File: config.mk
export PLATFORM = sky130hd
export DESIGN_NAME = res_cmp_stage
export DESIGN_NICKNAME = d
export VERILOG_FILES = /design/src/rtl/mem_result_checker_pkg.sv /design/src/rtl/mem_result_checker_res_cmp_stage.sv
export SDC_FILE = /design/constraint.sdc
export NUM_CORES = 1
export LEC_CHECK = 0
export BUFFER_PORTS_ARGS = -buffer_cell sky130_fd_sc_hd__clkbuf_2
export CAP_MARGIN = 20
export CORE_MARGIN = 3
export CORE_UTILIZATION = 46
export DETAILED_ROUTE_END_ITERATION = 8
export PLACE_DENSITY = 0.79
export SYNTH_ARGS = -nofsm -noshare
export SYNTH_HDL_FRONTEND = slang
export SYNTH_SLANG_ARGS = --single-unit
File: constraint.sdc
create_clock -name clk -period 2.3 [get_ports clk]
set_clock_uncertainty 0.05 [all_clocks]
set_input_delay 0.345 -clock clk [delete_from_list [all_inputs] [get_ports clk]]
set_output_delay 0.345 -clock clk [all_outputs]
set_load 0.02 [all_outputs]
File: src/rtl/mem_result_checker_pkg.sv
// Shared geometry and FSM encodings for the result-memory read-back checker.
// Top_controller memories use the same geometry constants.
package mem_result_checker_pkg;

    localparam int unsigned DEPTH  = 4096;
    localparam int unsigned ADDR_W = 12;
    localparam int unsigned DATA_W = 22;

    localparam logic [ADDR_W-1:0] LAST_ADDR = ADDR_W'(DEPTH - 1);

    typedef enum logic [1:0] {
        ST_IDLE  = 2'd0,
        ST_READ  = 2'd1,
        ST_DRAIN = 2'd2,
        ST_DONE  = 2'd3
    } state_t;

endpackage

File: src/rtl/mem_result_checker_res_cmp_stage.sv
// Compare stage: bitwise result/golden comparison one cycle behind issue,
// accumulating the mismatch count and the lowest failing address.
module res_cmp_stage
    import mem_result_checker_pkg::*;
(
    input  logic              clk,
    input  logic              rst,
    input  logic              i_clr,
    input  logic              i_vld,
    input  logic [ADDR_W-1:0] i_addr,
    input  logic [DATA_W-1:0] i_res_rdata,
    input  logic [DATA_W-1:0] i_gold_rdata,
    output logic              o_mismatch,
    output logic [ADDR_W:0]   o_err_cnt,
    output logic [ADDR_W-1:0] o_first_err_addr,
    output logic              o_first_err_vld
);

    logic w_mismatch;

    always_comb begin
        w_mismatch = i_vld && (i_res_rdata != i_gold_rdata);
    end

    assign o_mismatch = w_mismatch;

    always_ff @(posedge clk or posedge rst) begin
        if (rst) begin
            o_err_cnt        <= '0;
            o_first_err_addr <= '0;
            o_first_err_vld  <= 1'b0;
        end else if (i_clr) begin
            o_err_cnt        <= '0;
            o_first_err_addr <= '0;
            o_first_err_vld  <= 1'b0;
        end else if (w_mismatch) begin
            // Count is one bit wider than the address, so DEPTH mismatches never wrap.
            o_err_cnt <= o_err_cnt + 1'b1;
            if (!o_first_err_vld) begin
                o_first_err_addr <= i_addr;
                o_first_err_vld  <= 1'b1;
            end
        end
    end

endmodule

Word-level counts from Yosys, hierarchy flattened --
Index checks and enable logic that the tools add are counted.
Storage, ports and cells: input bits 60, flip-flop bits (word level) 26, word-level logic and storage cells 16
Operators by class: muxes and demuxes 7, add/sub/neg operators 1, reductions and logical operators 3, eq/ne operators 2
Operators by type and width (count):
- 12-bit 2-to-1 mux | 3
- 13-bit 2-to-1 mux | 2
- 22-bit != test | 1
- 13-bit by 1-bit adder with 13-bit output (second input constant) | 1
- 1-bit 2-to-1 mux | 2
- 2-bit != test (second input constant) | 1
- 2-bit AND reduction | 1
- 2-bit nonzero test | 1
- 1-bit logical AND | 1

Logic depth before layout (Yosys ltp) --
word-level depth 4, mapped depth 6, depth with buffers taken out 6

Worst setup path after synthesis --
Ideal clock, no wire load.
path kind input to register, from input i_gold_rdata[4], to register o_err_cnt[0], data arrival time 1636 ps, setup time 125 ps, stages on the path 5, slack 490 ps, buffers on the path 0, cells stage by stage xnor2_1 nand4_1 nor4_4 a21oi_1 mux2_2
On the way: cells in the longest elaborated chain, start to end 3
Ends and longest elaborated chain:
- start: declaration | line mem_result_checker_res_cmp_stage.sv:12 | input logic [DATA_W-1:0] i_gold_rdata,
- 22-bit != test | line mem_result_checker_res_cmp_stage.sv:22 | w_mismatch = i_vld && (i_res_rdata != i_gold_rdata);
- 1-bit logical AND | line mem_result_checker_res_cmp_stage.sv:22
- via o_mismatch | line mem_result_checker_res_cmp_stage.sv:13 | output logic o_mismatch,
- 2-bit nonzero test (no source line)
- end signal: assignment | line mem_result_checker_res_cmp_stage.sv:38 | o_err_cnt <= o_err_cnt + 1'b1;
- end: declaration | line mem_result_checker_res_cmp_stage.sv:14 | output logic [ADDR_W:0] o_err_cnt,
The timed path passes the listed nets, and every way through them passes these cells. A chain may end at the register's enable or synchronous reset.

Worst setup path after layout --
from register o_err_cnt[0], to register o_err_cnt[12]
On the way: cells in the longest elaborated chain, start to end 3
Ends and longest elaborated chain:
- 13-bit by 1-bit adder with 13-bit output | line mem_result_checker_res_cmp_stage.sv:38
- 13-bit 2-to-1 mux | line mem_result_checker_res_cmp_stage.sv:36 | end else if (w_mismatch) begin
- 13-bit 2-to-1 mux | line mem_result_checker_res_cmp_stage.sv:32 | end else if (i_clr) begin
No other way between the ends. The select of a mux whose other input is x is not followed.

==> flow_results.org <==
** Clocking
- After clock tree synthesis, the flow added hold-fix buffers numbering 0.
- TritonCTS built the clock tree.
- CTS built an H-tree with a depth of 1.
- For the worst-skew pair, the clock arrives at the later sink with an insertion delay of 0.27 ns.
- Once the clock tree was built, the resizer swapped 0 gates to a different size.
- Counting every sink on the clock net gives 26.
- Num CTS Buffers :: 3
- CTS Buffer Depth :: 2
- After clock tree synthesis, the setup repair step added 0 buffers.
- Clock Tree Root :: sky130_fd_sc_hd__clkbuf_8
- After clock tree synthesis, the clock-pin slew on the worst setup and hold paths is 0.09 ns.

** Pwr
- Sw Ratio :: 0.262
- Of the total power, combinational logic draws 0.220.
- Cell internal power was estimated by the tool at 0.000735 W.
- Reported leakage power :: 1.14 nW
- Power spread over the standard cell area amounts to 440 nW/um2.
- Across the VDD grid, the largest voltage drop is 372 uV.
- Net switching power of the design :: 0.000261 W
- Of the total power, registers draw 0.488.
- Share of power burned in the clock network :: 0.292

** Synth
- The share of synthesized area in the top cell type comes to 0.375.
- After synthesis, the cell types taking the most area are sky130_fd_sc_hd__dfrtp_1 38%, sky130_fd_sc_hd__xnor2_1 11%, sky130_fd_sc_hd__nand2b_1 9.7%, sky130_fd_sc_hd__mux2i_1 7.5%, sky130_fd_sc_hd__mux2_2 5.2%.
- Mean area per synthesized cell :: 9.58 um2
- sky130_fd_sc_hd__nand2b_1 is the most common cell in the netlist.
- Post-synth cell types :: 30
- Of all flip-flops after synthesis, the portion carrying an async set or reset was 1.00.
- Syn Nets :: 242
- Syn Inst Count :: 181
- The synthesized design contains 26 register bits.
- EDFF count, synth :: 0
- Synth Warn # :: 0
- Of all cell types, the one taking the most synthesized area is sky130_fd_sc_hd__dfrtp_1.
- In the synthesized netlist the dominant register cell turns out to be sky130_fd_sc_hd__dfrtp_1.
- Sequential element share of the synthesized area :: 0.375
- The mapped netlist covers 1730 um2.
- By count the netlist is led by 27 x sky130_fd_sc_hd__nand2b_1, 26 x sky130_fd_sc_hd__dfrtp_1, 22 x sky130_fd_sc_hd__xnor2_1.

** Worst setup path
- WP data arrival :: 2.02 ns
- The worst setup path is launched from a flip-flop.
- Crit path required time :: 2.41 ns
- For the worst flop-to-flop path, the logic depth is 6.
- Type of the setup path with the least slack :: reg2reg
- Category of the worst setup path capture point :: flip-flop
- Worst Path Max Fanout :: 5

** Drt
- In the routed layout, each cell is associated on average with a via count of 5.09.
- Average detailed-routed wire length per instance :: 12.9 um
- Antenna Violating Nets Remaining :: 0
- Via total after detailed routing :: 1589
- For this block, the routed nets add up to 4.03 mm of wire.
- TritonRoute pass-1 iters :: 4
- Iter 0 DRT Violations :: 46
- Post-route DRC violation count :: 0

** STA
- The hold violation count in the final report is 0.
- For the pin with the worst max-slew slack, the measured transition is 0.425 ns.
- Fin Hold WS :: 0.0504 ns
- Clock period minus worst slack :: 1.91 ns
- Aggregate negative setup slack :: 0 ns
- Setup repair after global routing left no endpoint under its margin.
- Period utilisation layout :: 0.831
- Slew margin rel. :: 0.715
- Max-slew violation count :: 0
- Max Fclk :: 523 MHz
- Total setup violations reported at the end of the flow :: 0

** Global routing
- The number of antenna violations at the first check in global routing was 0.
- Across every metal layer, demand over resource in global routing totals 0.177.
- Entering global routing, the biggest net connects 33 pins.
- Wire length of the first global-routing pass :: 6.09 mm
- Via count of the first global-routing pass :: 1410
- Aggregate global routing overflow :: 0

** Cells and area
- For this run, the share of the core covered by cells in the final layout is 0.648.
- 0 antenna diodes ended up in the layout.
- In the final layout, the share of cells above drive strength 1 is 0.398.
- Area growth from synthesis to layout :: 30.7%
- Final std cell area, no fill :: 2270 um2
- Number of fill cells in the layout :: 293
- After the last flow step, the layout net total stands at 328.

** Die
- Top Ports :: 87
- Initial standard-cell utilization of the core :: 0.496
- From left edge to right edge, the die measures 67.4 um.
- Standard-cell rows :: 21
- In this run the vertical extent of the chip is 67.4 um.
- The core region is 3490 um2.
- The die covers 4540 um2.

** Min path
- Worst hold-check path type :: in2async

** Outcome
- The run finished with clean final reports.

** Place
- PortBufs :: 86
- In this run the cell area measured after placement is 2210 um2.
- The HPWL after detailed placement is 3.17 mm.
- Routability-driven placement finished with a final weighted congestion of 0.765.

** Run
- Max Cap Viol :: 0
state kept, by name (all words and copies together) (netlist names):
register          cells
o_err_cnt            13
o_first_err_addr     12
o_first_err_vld       1
cell type report:
cell class | count | area [um2] | share of cell area
clock buffers | 4 | 55.1 | 0.0243
repair buffers | 91 | 468 | 0.207
flip-flops and latches | 26 | 651 | 0.287
well taps | 46 | 57.6 | 0.0254
inverters | 5 | 18.8 | 0.00828
multi-input cells | 140 | 1020 | 0.448
power by group through the flow:
stage | sequential [W] | combinational (W) | clock, W
after floorplan | 0.000515 | 0.000109 | 0
after global placement | 0.000495 | 0.000218 | 0
after detailed placement | 0.000496 | 0.000222 | 0
after CTS | 0.000486 | 0.000224 | 0.000302
after global routing | 0.000489 | 0.000241 | 0.000316
final | 0.000486 | 0.000219 | 0.000291
cell families after synthesis:
| group | after synthesis | share of synthesized area |
|---|---|---|
| and+or+nand+nor | 75 | 0.254 |
| DFF | 26 | 0.375 |
| xor gates and xnor gates | 22 | 0.111 |
| AOI/OAI and AO/OA | 21 | 0.0837 |
| muxes | 21 | 0.127 |
| buffers and inverters | 15 | 0.0418 |
| adders and majority gates | 1 | 0.00721 |
layout by cell type (no fill, tap or decap), types with 2 or more instances in the layout:
cell type	synthesis	routed
sky130_fd_sc_hd__or3_1	2	2
sky130_fd_sc_hd__nand3_1	4	4
sky130_fd_sc_hd__nor2b_1	8	8
sky130_fd_sc_hd__inv_1	5	5
sky130_fd_sc_hd__a21oi_1	10	10
sky130_fd_sc_hd__xnor2_1	22	22
sky130_fd_sc_hd__and3_1	3	3
sky130_fd_sc_hd__mux2i_1	13	13
sky130_fd_sc_hd__and4_1	2	2
sky130_fd_sc_hd__nand2_1	6	6
sky130_fd_sc_hd__nand4_1	8	8
sky130_fd_sc_hd__clkbuf_2	0	86
sky130_fd_sc_hd__nor2_1	13	13
sky130_fd_sc_hd__o311ai_0	2	2
sky130_fd_sc_hd__clkbuf_8	0	4
sky130_fd_sc_hd__mux2_2	8	8
sky130_fd_sc_hd__buf_4	0	5
sky130_fd_sc_hd__a211o_1	2	2
sky130_fd_sc_hd__nand2b_1	27	27
sky130_fd_sc_hd__dfrtp_1	26	26
metal layers:
metal / global-route usage / routed length (um)
met1: 0.213 / 1660
met2: 0.314 / 1920
met3: 0.0433 / 407
met4: 0.0456 / 39
met5: 0 / 0
metrics by stage:
step	setup WS, ns	power, W	instances
global route	0.166	0.00105	312
CTS	0.385	0.00101	312
finish	0.390	0.000997	312
global placement	0.364	0.000713	308
detailed placement	0.328	0.000718	308
floorplan	0.490	0.000624	181
path summary, 6_finish.rpt:
| check | from | to | slack, ns |
|---|---|---|---|
| setup / recovery | o_err_cnt[0] | o_err_cnt[12] | 0.39 |
| hold / removal | rst | o_err_cnt[2] | 0.05 |
| setup reg to reg | o_err_cnt[0] | o_err_cnt[12] | 0.39 |
| hold reg to reg | o_first_err_addr[10] | o_first_err_addr[10] | 0.49 |
| max in group asynchronous | rst | o_first_err_addr[10] | 1.90 |
| min in group clk | i_addr[9] | o_first_err_addr[9] | 0.26 |
worst max-delay path, stage by stage (launching register included):
cell and delay, ns:
sky130_fd_sc_hd__dfrtp_1 0.42, sky130_fd_sc_hd__ha_1 0.21, sky130_fd_sc_hd__nand3_1 0.13, sky130_fd_sc_hd__nor2_1 0.32, sky130_fd_sc_hd__nand4_1 0.14, sky130_fd_sc_hd__a21oi_1 0.18
sky130_fd_sc_hd__mux2_2 0.35
(Power assumes the default switching activity.)
